$ cat src/rtl/obj_dma_pkg.sv
`default_nettype none
// ============================================================================
// Module      : obj_dma_pkg
// Description : Shared state encoding and source RAM read latency for the
//               object DMA copier.
// Revision    : 1.0 - initial release
// ============================================================================
package obj_dma_pkg;

  typedef enum logic [1:0] {
    ST_IDLE  = 2'd0,
    ST_RUN   = 2'd1,
    ST_FLUSH = 2'd2
  } state_e;

  localparam int RD_LATENCY = 1;

endpackage
`default_nettype wire

$ cat src/rtl/obj_dma_counter.sv
`default_nettype none
// ============================================================================
// Module      : obj_dma_counter
// Description : Source word counter with terminal-count flag; stops on the
//               last count instead of wrapping.
// Revision    : 1.0 - initial release
// ============================================================================
module obj_dma_counter #(
  parameter int ADDR_WIDTH = 10,
  parameter int XFER_LEN   = 512
) (
  input  logic                  clk,
  input  logic                  rst,
  input  logic                  clr,
  input  logic                  en,
  output logic [ADDR_WIDTH-1:0] count,
  output logic                  last
);

  localparam logic [ADDR_WIDTH-1:0] LAST_CNT = ADDR_WIDTH'(XFER_LEN - 1);

  logic [ADDR_WIDTH-1:0] count_q;
  logic [ADDR_WIDTH-1:0] count_d;

  always_comb begin
    count_d = count_q;
    if (clr) begin
      count_d = '0;
    end else if (en && (count_q != LAST_CNT)) begin
      count_d = count_q + 1'b1;
    end
  end

  always_ff @(posedge clk) begin
    if (rst) begin
      count_q <= '0;
    end else begin
      count_q <= count_d;
    end
  end

  assign count = count_q;
  assign last  = (count_q == LAST_CNT);

endmodule
`default_nettype wire

$ cat src/rtl/obj_dma_copier.sv
`default_nettype none
// ============================================================================
// Module      : obj_dma_copier
// Description : Copies XFER_LEN words from a sync-read source RAM to a
//               destination RAM, one word per cycle, stallable via hold.
// Revision    : 1.0 - initial release
// ============================================================================
module obj_dma_copier
  import obj_dma_pkg::*;
#(
  parameter int DATA_WIDTH = 8,
  parameter int ADDR_WIDTH = 10,
  parameter int XFER_LEN   = 512
) (
  input  logic                  clk,
  input  logic                  rst,
  input  logic                  start,
  input  logic                  hold,
  output logic [ADDR_WIDTH-1:0] src_addr,
  input  logic [DATA_WIDTH-1:0] src_q,
  output logic [ADDR_WIDTH-1:0] dst_addr,
  output logic [DATA_WIDTH-1:0] dst_data,
  output logic                  dst_cen,
  output logic                  dst_we,
  output logic                  busy,
  output logic                  done
);

  if (RD_LATENCY != 1 || XFER_LEN < 1 || XFER_LEN > (1 << ADDR_WIDTH)) begin : g_param_check
    $error("obj_dma_copier: unsupported parameterisation");
  end

  state_e                state_q, state_d;
  logic                  rd_v_q, rd_v_d;
  logic [ADDR_WIDTH-1:0] rd_addr_q, rd_addr_d;
  logic                  skid_v_q, skid_v_d;
  logic [DATA_WIDTH-1:0] skid_data_q, skid_data_d;
  logic [ADDR_WIDTH-1:0] dst_addr_q, dst_addr_d;
  logic [DATA_WIDTH-1:0] dst_data_q, dst_data_d;
  logic                  dst_wr_q, dst_wr_d;
  logic                  busy_q, busy_d;
  logic                  done_q, done_d;
  logic                  cnt_clr;
  logic                  cnt_en;
  logic                  cnt_last;
  logic [DATA_WIDTH-1:0] rd_data;

  obj_dma_counter #(
    .ADDR_WIDTH (ADDR_WIDTH),
    .XFER_LEN   (XFER_LEN)
  ) u_counter (
    .clk   (clk),
    .rst   (rst),
    .clr   (cnt_clr),
    .en    (cnt_en),
    .count (src_addr),
    .last  (cnt_last)
  );

  // src_q only holds the in-flight word for one cycle; during a stall it is parked here.
  assign rd_data = skid_v_q ? skid_data_q : src_q;

  always_comb begin
    state_d     = state_q;
    rd_v_d      = rd_v_q;
    rd_addr_d   = rd_addr_q;
    skid_v_d    = skid_v_q;
    skid_data_d = skid_data_q;
    dst_addr_d  = dst_addr_q;
    dst_data_d  = dst_data_q;
    dst_wr_d    = 1'b0;
    busy_d      = busy_q;
    done_d      = 1'b0;
    cnt_clr     = 1'b0;
    cnt_en      = 1'b0;

    case (state_q)
      ST_IDLE: begin
        if (start) begin
          state_d  = ST_RUN;
          busy_d   = 1'b1;
          cnt_clr  = 1'b1;
          rd_v_d   = 1'b0;
          skid_v_d = 1'b0;
        end
      end

      ST_RUN, ST_FLUSH: begin
        if (state_q == ST_FLUSH && !rd_v_q) begin
          done_d  = 1'b1;
          busy_d  = 1'b0;
          state_d = ST_IDLE;
        end else if (hold) begin
          if (rd_v_q && !skid_v_q) begin
            skid_v_d    = 1'b1;
            skid_data_d = src_q;
          end
        end else begin
          if (rd_v_q) begin
            dst_wr_d   = 1'b1;
            dst_addr_d = rd_addr_q;
            dst_data_d = rd_data;
          end
          skid_v_d = 1'b0;
          if (state_q == ST_RUN) begin
            rd_v_d    = 1'b1;
            rd_addr_d = src_addr;
            if (cnt_last) begin
              state_d = ST_FLUSH;
            end else begin
              cnt_en = 1'b1;
            end
          end else begin
            rd_v_d = 1'b0;
          end
        end
      end

      default: begin
        state_d = ST_IDLE;
        busy_d  = 1'b0;
      end
    endcase
  end

  always_ff @(posedge clk) begin
    if (rst) begin
      state_q     <= ST_IDLE;
      rd_v_q      <= 1'b0;
      rd_addr_q   <= '0;
      skid_v_q    <= 1'b0;
      skid_data_q <= '0;
      dst_addr_q  <= '0;
      dst_data_q  <= '0;
      dst_wr_q    <= 1'b0;
      busy_q      <= 1'b0;
      done_q      <= 1'b0;
    end else begin
      state_q     <= state_d;
      rd_v_q      <= rd_v_d;
      rd_addr_q   <= rd_addr_d;
      skid_v_q    <= skid_v_d;
      skid_data_q <= skid_data_d;
      dst_addr_q  <= dst_addr_d;
      dst_data_q  <= dst_data_d;
      dst_wr_q    <= dst_wr_d;
      busy_q      <= busy_d;
      done_q      <= done_d;
    end
  end

  assign dst_addr = dst_addr_q;
  assign dst_data = dst_data_q;
  assign dst_cen  = dst_wr_q;
  assign dst_we   = dst_wr_q;
  assign busy     = busy_q;
  assign done     = done_q;

endmodule
`default_nettype wire

$ cat config.mk
export PLATFORM = sky130hd
export DESIGN_NAME = obj_dma_copier
export DESIGN_NICKNAME = d
export VERILOG_FILES = /design/src/rtl/obj_dma_pkg.sv /design/src/rtl/obj_dma_counter.sv /design/src/rtl/obj_dma_copier.sv
export SDC_FILE = /design/constraint.sdc
export NUM_CORES = 1
export LEC_CHECK = 0
export ABC_CLOCK_PERIOD_IN_PS = 4900
export BUFFER_PORTS_ARGS = -buffer_cell sky130_fd_sc_hd__buf_2
export CORE_UTILIZATION = 30
export DETAILED_ROUTE_END_ITERATION = 10
export PLACE_DENSITY = 0.6
export SLEW_MARGIN = 20
export SYNTH_ARGS = -nofsm -noshare
export SYNTH_HDL_FRONTEND = slang
export SYNTH_SLANG_ARGS = --single-unit
$ cat constraint.sdc
create_clock -name clk -period 4.9 [get_ports clk]
set_clock_uncertainty 0.05 [all_clocks]
set_input_delay 0.735 -clock clk [delete_from_list [all_inputs] [get_ports clk]]
set_output_delay 0.735 -clock clk [all_outputs]
set_load 0.1 [all_outputs]
# After elaboration in Yosys (flattened, before gate mapping)

Index checks and enable logic that the tools add are counted.

Input bits: 12
Output and inout port bits: 32
Bits in registers: 53

Equality and inequality tests: 12
Mux-type cells: 28
Bitwise gates (word level): 3
Reduce and logical (&&, ||, !) cells: 18
Add/subtract/negate cells: 1

Operators with widths:

| cell                                                                      | number |
|---|---|
| 4-bit AND reduction                                                       | 6 |
| 1-bit two-way mux                                                         | 18 |
| 3-bit inequality test (second input constant)                             | 4 |
| 10-bit by 1-bit adder with 10-bit output (second input constant)          | 1 |
| 10-bit by 9-bit == test with 1-bit output (second input constant)         | 1 |
| 2-bit two-way mux                                                         | 5 |
| 10-bit by 9-bit inequality test with 1-bit output (second input constant) | 1 |
| 8-bit two-way mux                                                         | 1 |
| 2-bit inequality test (second input constant)                             | 4 |
| 1-bit case mux with 2 select lines                                        | 3 |
| 2-bit OR reduction                                                        | 3 |
| 2-bit case mux with 2 select lines                                        | 1 |
| 4-bit OR reduction                                                        | 1 |
| 1-bit logical AND                                                         | 3 |
| 1-bit inverter                                                            | 3 |
| 2-bit by 1-bit == test with 1-bit output (second input constant)          | 1 |
| 2-bit == test (second input constant)                                     | 1 |
| 1-bit logical NOT                                                         | 2 |
| 2-bit logical NOT                                                         | 1 |
| 2-bit AND reduction                                                       | 1 |
| 2-bit nonzero test                                                        | 1 |

# Depth between registers and ports, before layout

Gate-level depths: netlist (run 1).

Depth after elaboration: 7
Gate-level depth with buffers: 8
Mapped depth without buffers: 6

# Hierarchy

Synthesis (run 1) repeated with hierarchy kept, for this count alone.

Cell total of the unflattened synthesis: 256
Area total of the unflattened synthesis: 2,358.5 µm²

Modules (own cells, without submodules):

| module          | cells each | area each (µm²) | times used |
|---|---|---|---|
| obj_dma_copier  | 195        | 1,825.5         | 1 |
| obj_dma_counter | 61         | 533.0           | 1 |

# Least setup slack after synthesis (run 1)

Ideal clock, no wire load.

Path kind: flip-flop to flip-flop
From: register u_counter.count_q[1], in the netlist u_counter.count[1]
To: register u_counter.count_q[8], in the netlist u_counter.count[8]
Path slack: 2,406 ps
Stages on the path, launching flop included: 7
Data arrival time: 2,340 ps
Setup time: 104 ps
Cell sequence: dfxtp_1 ha_1 nand2_1 nor4_4 buf_2 o311ai_0 o41ai_1

Longest elaborated chain between the ends: 7

RTL lines:

| item                                      | line                  | RTL |
|---|---|---|
| start: declaration                        | obj_dma_counter.sv:22 | `logic [ADDR_WIDTH-1:0] count_q;` |
| start signal: assignment                  | obj_dma_counter.sv:38 | `count_q <= count_d;` |
| 10-bit by 9-bit == test with 1-bit output | obj_dma_counter.sv:43 | `assign last = (count_q == LAST_CNT);` |
| 1-bit two-way mux                         | obj_dma_copier.sv:108 | `if (cnt_last) begin` |
| 1-bit two-way mux                         | obj_dma_copier.sv:105 | `if (state_q == ST_RUN) begin` |
| 1-bit two-way mux                         | obj_dma_copier.sv:93  | `end else if (hold) begin` |
| 1-bit two-way mux                         | obj_dma_copier.sv:89  | `if (state_q == ST_FLUSH && !rd_v_q) begin` |
| 1-bit two-way mux                         | obj_dma_copier.sv:77  | `case (state_q)` |
| 1-bit logical AND                         | obj_dma_counter.sv:29 | `end else if (en && (count_q != LAST_CNT)) begin` |

Parallel ways exist; a longest one is shown, timed or not.
A chain may end at the register's enable or synchronous reset.

# Worst setup path after layout (run 1)

From: register state_q[0]
To: register u_counter.count_q[4], in the netlist u_counter.count[4]

Longest elaborated chain between the ends: 6

RTL lines:

| item                                     | line                                        | RTL |
|---|---|---|
| start: declaration                       | obj_dma_copier.sv:33                        | `state_e state_q, state_d;` |
| start signal: assignment                 | obj_dma_copier.sv:139                       | `state_q <= state_d;` |
| 2-bit by 1-bit == test with 1-bit output | obj_dma_copier.sv:77, obj_dma_copier.sv:105 |  |
| 1-bit two-way mux                        | obj_dma_copier.sv:105                       |  |
| 1-bit two-way mux                        | obj_dma_copier.sv:93                        |  |
| 1-bit two-way mux                        | obj_dma_copier.sv:89                        |  |
| 1-bit two-way mux                        | obj_dma_copier.sv:77                        |  |
| 1-bit logical AND                        | obj_dma_counter.sv:29                       |  |

Parallel ways exist; a longest one is shown, timed or not.

==> flow_metrics.py, run 1 <==
metrics = {
    "worst_setup_path": {
        "crit_end": "u_counter.count[4]",
        "crit_fanout": 12,
        "worstPathArrival_ns": 2.38,
        "r2r_slack_ns": 2.72,
        "reg2reg_to": "u_counter.count[4]",
        "critPathCaptureType": "register",
        "critPathKind": "reg2reg",
        "cp.required_ns": 5.10,
        "r2r-start": "state_q[0]",
        "start_kind": "register",
        "startpoint": "state_q[0]",
        "r2r_cells": 6,
    },
    "die": {
        "coreArea_mm2": 0.00729,
        "dieArea_mm2": 0.00798,
        "ios": 44,
        "chipWidth_um": 89.3,
        "initial_utilization_pct": 31.4,
        "rows": 31,
        "die_h_um": 89.3,
    },
    "clock_tree": {
        "clock_latency_ns": 0.31,
        "cts_tree": "yes",
        "clock-sinks": 53,
        "cts.repair.resized": 0,
        "cts_buffers": 5,
        "postCtsHoldBufs": 0,
        "ctsRootBufferMaster": "clkbuf_8",
        "clk_pin_slew_ns": 0.10,
        "post_cts_buffers": 0,
        "cts_buffer_depth": 2,
        "htree_levels": 2,
    },
    "place": {
        "pre_cts_slack_ns": 2.63,
        "placedCellCount": 406,
        "io_buffers": 43,
        "place.detailed.hpwl_um": 3640,
        "gp_congestion": 0.853,
    },
    "yosys": {
        "synth_top_family_by_area": "simple AND/OR/NAND/NOR gates",
        "ys_types": 37,
        "synthArstFlopShare_pct": 0,
        "synth.net_count": 293,
        "synth-seq-cells": 53,
        "yosys.area_share.simple_pct": 25.8,
        "synthCells": 277,
        "synth-main-ff-cell": "dfxtp_1",
        "synth.avg_cell_area_um2": 8.26,
        "synth-compound-area-share_pct": 18.4,
        "synth.area.mux_share_pct": 3.99,
        "netlist_area_mm2": 0.00229,
        "ys.warnings.count": 0,
        "ys_seq_area_share_pct": 46.4,
        "synthAdderAreaFrac_pct": 2.19,
        "synth_edf_count": 0,
        "synth_xor_area_share_pct": 0,
    },
    "run_status": {
        "status": "complete, no violations",
    },
    "drt": {
        "drt-wirelength-per-cell_um": 12.9,
        "dr.pass1.iters": 4,
        "drt_iter0_markers": 119,
        "post-route-drc-count": 0,
        "ant_nets": 0,
        "routed_wl_um": 5350,
        "num_vias": 2065,
        "vias_per_cell": 4.99,
    },
    "grt": {
        "grt-ovfl-total": 0,
        "grt_pass1_vias": 1834,
        "grt_usage_pct": 14.5,
        "grt_max_degree": 47,
        "antenna_found_initial": 0,
        "grt_pass1_wl_um": 8830,
    },
    "timing": {
        "rsz0062_at_grt": "false",
        "final-setup-viol-count": 0,
        "hold_violations": 0,
        "slew-limit-headroom_pct": 46.8,
        "fmax_mhz": 458,
        "maxSlewViolCount": 0,
        "finalCriticalPeriod_ns": 2.18,
        "fin_ws_ns": 2.72,
        "tns_ns": 0,
        "period_share_pct": 44.5,
        "worstMarginPinSlew_ns": 0.798,
    },
    "layout": {
        "layout-drive-gt1-share_pct": 18.1,
        "regArea_mm2": 0.00106,
        "final_cells": 414,
        "n_fill_cell": 790,
        "nets": 330,
        "areaGrowthSynthToFinish_pct": 16.5,
        "multiInputGateArea_mm2": 0.00115,
        "antennaDiodeCount": 0,
    },
    "job": {
        "maxCapViolations": 0,
    },
    "power": {
        "p_per_area_mw_per_mm2": 377,
        "irDropWorstVdd_mv": 0.164,
        "p_leak_nw": 0.946,
        "p_total_w": 0.00100,
    },
    "min_path": {
        "hold_path.class": "reg2reg",
    },
}
-- cell usage after synthesis (all sizes together), types with 3 or more instances --
| library cell | number | area [um^2] |
|---|---|---|
| o41ai | 3 | 26.3 |
| mux2i | 8 | 80.1 |
| nor2 | 16 | 60.1 |
| or4 | 6 | 45.0 |
| a21oi | 40 | 200 |
| inv | 4 | 15.0 |
| nand4 | 6 | 37.5 |
| o31ai | 6 | 45.0 |
| clkbuf | 10 | 37.5 |
| dfxtp | 53 | 1060 |
| a211oi | 10 | 75.1 |
| ha | 4 | 50.1 |
| buf | 4 | 22.5 |
| nand3 | 5 | 25.0 |
| or3 | 3 | 18.8 |
| nand2b | 5 | 31.3 |
| nand2 | 68 | 255 |
| o21ai | 5 | 25.0 |
-- metal layers --
metal	up-vias	GRT usage [%]	share of wire, %
li1	1060	-	-
met1	940	19.7	48
met2	52	21.5	44
met3	13	3.69	4.6
met4	0	6.93	2.8
met5	-	0	0
-- critical path, stage by stage, from the launching register on --
cell and delay, ns:
dfxtp_1 0.34, inv_1 0.08, ha_1 0.24, nand2b_1 0.33, nand2_1 0.35, or4_1 0.58
a21oi_1 0.14
-- flip-flops by register name, summed over array words and instances, names as in the netlist --
name             cells
dst_addr            10
skid_data_q          8
dst_data             8
rd_addr_q           10
u_counter.count     10
busy                 1
done                 1
state_q              2
dst_cen              1
skid_v_q             1
rd_v_q               1
-- placed cells by master (no fill, tap or decap), types with 2 or more instances in the layout --
| cell | n |
|---|---|
| nand2_1 | 68 |
| dfxtp_1 | 53 |
| buf_2 | 43 |
| a21oi_1 | 40 |
| nor2_1 | 16 |
| a211oi_1 | 10 |
| mux2i_1 | 8 |
| nand4_1 | 6 |
| o31ai_1 | 6 |
| or4_1 | 6 |
| nand2b_1 | 5 |
| o21ai_0 | 5 |
| nand3_1 | 5 |
| clkbuf_8 | 5 |
| inv_1 | 4 |
| ha_1 | 4 |
| o41ai_1 | 3 |
| or3_1 | 3 |
| nor2b_1 | 2 |
| and3_1 | 2 |
| o211ai_1 | 2 |
-- worst min path at each step --
stage / start / slack [ns] / cells after the start / to
2_1_floorplan: rd_addr_q[9] / 0.38 / 2 / dst_addr[9]
3_3_place_gp: skid_data_q[1] / 0.39 / 2 / skid_data_q[1]
3_5_place_dp: dst_addr[7] / 0.40 / 2 / dst_addr[7]
4_1_cts: dst_addr[7] / 0.41 / 2 / dst_addr[7]
5_1_grt: skid_data_q[4] / 0.43 / 2 / skid_data_q[4]
6_report: rd_addr_q[5] / 0.41 / 2 / dst_addr[5]
-- layout make-up --
class                      count  share of cell area [%]
clock buffer                   5                    2.58
clock inverter                 3                   0.798
inverter                       4                   0.564
multi-input combinational    206                    43.2
sequential                    53                    39.8
tap                           99                    4.65
timing repair buffer          44                    8.36
-- report_power, final --
part	total, W	switching, W	internal, W
clock network	0.000254	0.000152	0.000102
logic	0.000287	0.000212	0.0000744
registers	0.000463	0.0000131	0.000450
total	0.00100	0.000377	0.000626
-- stage by stage --
stage / area (um^2) / hold slack, ns / utilization (%)
finish: 2660 / 0.406 / 36.5
global route: 2660 / 0.430 / 36.5
CTS: 2660 / 0.410 / 36.5
detailed placement: 2570 / 0.396 / 35.3
global placement: 2570 / 0.391 / 35.3
floorplan: 2290 / 0.382 / -
-- logic make-up (layout without fill, tap and decap cells) --
kind of cell             after synthesis  count (layout)
adder cells (fa/ha/maj)                4               4
AO/OA/AOI/OAI                         70              70
flip-flops                            53              53
multiplexers                           9               9
buffers and inverters                 18              56
AND/OR/NAND/NOR                      123             123
No activity file was read; power rests on OpenSTA's default activity.
==> run 2, diff against run 1 <==
ABC_CLOCK_PERIOD_IN_PS = 1900   (was 4900)
PLACE_DENSITY = 0.61   (was 0.6)
clock period = 1.9 ns   (was 4.9 ns; I/O delays follow)
==> run 2 against run 1 <==
- the run now ends with setup timing left
- setup slack got worse by 2.7 ns
- clock power grew to 3.1 times the previous value
- critical path type unchanged
- largest cell class unchanged
- sequential power rose to 2.6 times the previous value
- register-to-register slack worse by 2.7 ns
- critical path depth unchanged
==> flow_metrics.py, run 2 (synthesis results as in run 1) <==
metrics = {
    "die": {
        "chipWidth_um": 89.3,
        "ios": 44,
        "die_h_um": 89.3,
        "dieArea_mm2": 0.00798,
        "rows": 31,
        "initial_utilization_pct": 31.4,
        "coreArea_mm2": 0.00729,
    },
    "worst_setup_path": {
        "crit_fanout": 4,
        "worstPathCellList": "inv_2, ha_4, nand4_1, or4_4, or4_1, o21ai_1",
        "reg2reg_to": "u_counter.count[6]",
        "slowest_delay_ns": 0.52,
        "r2r-start": "state_q[0]",
        "r2r_cells": 6,
        "worstPathArrival_ns": 2.09,
        "start_kind": "register",
        "startpoint": "state_q[0]",
        "crit_end": "u_counter.count[6]",
        "critPathKind": "reg2reg",
        "r2r_slack_ns": -0.003,
        "cp.required_ns": 2.09,
        "critPathCaptureType": "register",
        "crit_path_top_delay_cell": "or4_4",
    },
    "timing": {
        "final-setup-viol-count": 1,
        "worstMarginPinSlew_ns": 0.488,
        "finalCriticalPeriod_ns": 1.90,
        "hold_violations": 0,
        "hold-worst-slack_ns": 0.156,
        "rsz0062_at_grt": "true",
        "maxSlewViolCount": 0,
        "period_share_pct": 100,
        "fin_ws_ns": -0.00295,
        "tns_ns": -0.00295,
        "fmax_mhz": 525,
        "slew-limit-headroom_pct": 67.7,
    },
    "place": {
        "gp_congestion": 0.840,
        "placed_cell_area_mm2": 0.00281,
        "place.detailed.hpwl_um": 4020,
        "io_buffers": 43,
    },
    "clock_tree": {
        "clock-sinks": 53,
        "htree_levels": 2,
        "ctsRootBufferMaster": "clkbuf_8",
        "cts_buffers": 5,
        "postCtsHoldBufs": 0,
        "cts_tree": "yes",
        "clk_pin_slew_ns": 0.10,
        "cts_buffer_depth": 2,
        "clock_latency_ns": 0.31,
    },
    "power": {
        "p_int_w": 0.00193,
        "irDropWorstVdd_mv": 0.351,
        "p_leak_nw": 1.10,
        "clockPowerShare_pct": 26.6,
        "pwr-share-comb_pct": 32.9,
        "switchingPower_w": 0.00102,
        "p_per_area_mw_per_mm2": 999,
        "p_sw_share_pct": 34.5,
        "p_total_w": 0.00295,
        "p_seq_share_pct": 40.5,
    },
    "job": {
        "maxCapViolations": 0,
    },
    "layout": {
        "layout_common_cells": "nand2_1, buf_2, dfxtp_1",
        "areaGrowthSynthToFinish_pct": 29.0,
        "finish.instance_area_mm2": 0.00295,
        "mostFrequentLayoutCell": "nand2_1",
        "antennaDiodeCount": 0,
        "layout-drive-gt1-share_pct": 29.5,
        "finish.utilization_pct": 40.5,
        "nets": 357,
    },
    "drt": {
        "ant_nets": 0,
        "num_vias": 2141,
        "drt-wirelength-per-cell_um": 12.4,
        "drt_iter0_markers": 86,
        "vias_per_cell": 4.85,
        "post-route-drc-count": 0,
        "dr.pass1.iters": 4,
        "routed_wl_um": 5460,
    },
    "run_status": {
        "violations": "setup timing",
        "status": "complete, but fails checks",
    },
    "grt": {
        "grt_pass1_vias": 1906,
        "antenna_found_initial": 0,
        "grt_max_degree": 27,
        "grt_usage_pct": 14.7,
        "grt-ovfl-total": 0,
        "grt_pass1_wl_um": 9070,
    },
    "min_path": {
        "hold_path.class": "in2reg",
    },
}
-- run 2: per-stage QoR --
| stage | instances | worst slack [ns] |
|---|---|---|
| floorplan | 277 | 0.000690 |
| global placement | 432 | 0.00724 |
| detailed placement | 432 | -0.0324 |
| CTS | 441 | -0.00334 |
| global route | 441 | -0.0564 |
| finish | 441 | -0.00295 |
-- run 2: layer usage --
metal / vias up / track usage (%) / part of all wire, %
met5: - / 0 / 0
met4: 0 / 5.92 / 1.7
met3: 7 / 2.59 / 3.6
met2: 42 / 23.5 / 46
met1: 978 / 19.6 / 49
li1: 1114 / - / -
-- run 2: critical path: cells and delay by family (launching register included) --
family	cells	cell delay [ns]
buffers and inverters	1	0.06
adders and majority gates	1	0.28
DFF	1	0.35
and+or+nand+nor	3	1.02
AOI/OAI and AO/OA	1	0.08
-- run 2: worst min path at each step --
| stage | cells after the start | start | endpoint | slack [ns] |
|---|---|---|---|---|
| 5_1_grt | 3 | src_q[1] | skid_data_q[1] | 0.15 |
| 3_5_place_dp | 2 | dst_addr[8] | dst_addr[8] | 0.40 |
| 6_report | 3 | src_q[2] | skid_data_q[2] | 0.16 |
| 3_3_place_gp | 2 | skid_data_q[5] | skid_data_q[5] | 0.39 |
| 4_1_cts | 3 | src_q[2] | skid_data_q[2] | 0.16 |
| 2_1_floorplan | 2 | src_q[0] | skid_data_q[0] | 0.37 |
-- run 2: power by group through the flow --
stage	Combinational (W)	Clock [W]	Sequential [W]
2_1_floorplan	0.000445	0	0.00136
3_3_place_gp	0.000903	0	0.00121
3_5_place_dp	0.000913	0	0.00121
4_1_cts	0.000969	0.000801	0.00119
5_1_grt	0.00106	0.000845	0.00120
6_report	0.000970	0.000783	0.00119
-- run 2: area by class of cell --
cell class | count | area, um^2
Clock buffer | 6 | 72.6
Inverter | 4 | 15.0
Clock inverter | 2 | 38.8
Multi-Input combinational cell | 206 | 1170
Sequential cell | 53 | 1090
Fill cell | 787 | 4340
Tap cell | 99 | 124
Timing Repair Buffer | 71 | 438
-- run 2: timing repair --
action / 4_1_cts / 5_1_grt
resized for setup: 6 / 3
setup buffers: 1 / 0
endpoints found under the setup margin: 2 / 3
endpoints found under the hold margin: 0 / 0
cloned: 0 / 0
pin swaps: 2 / 3
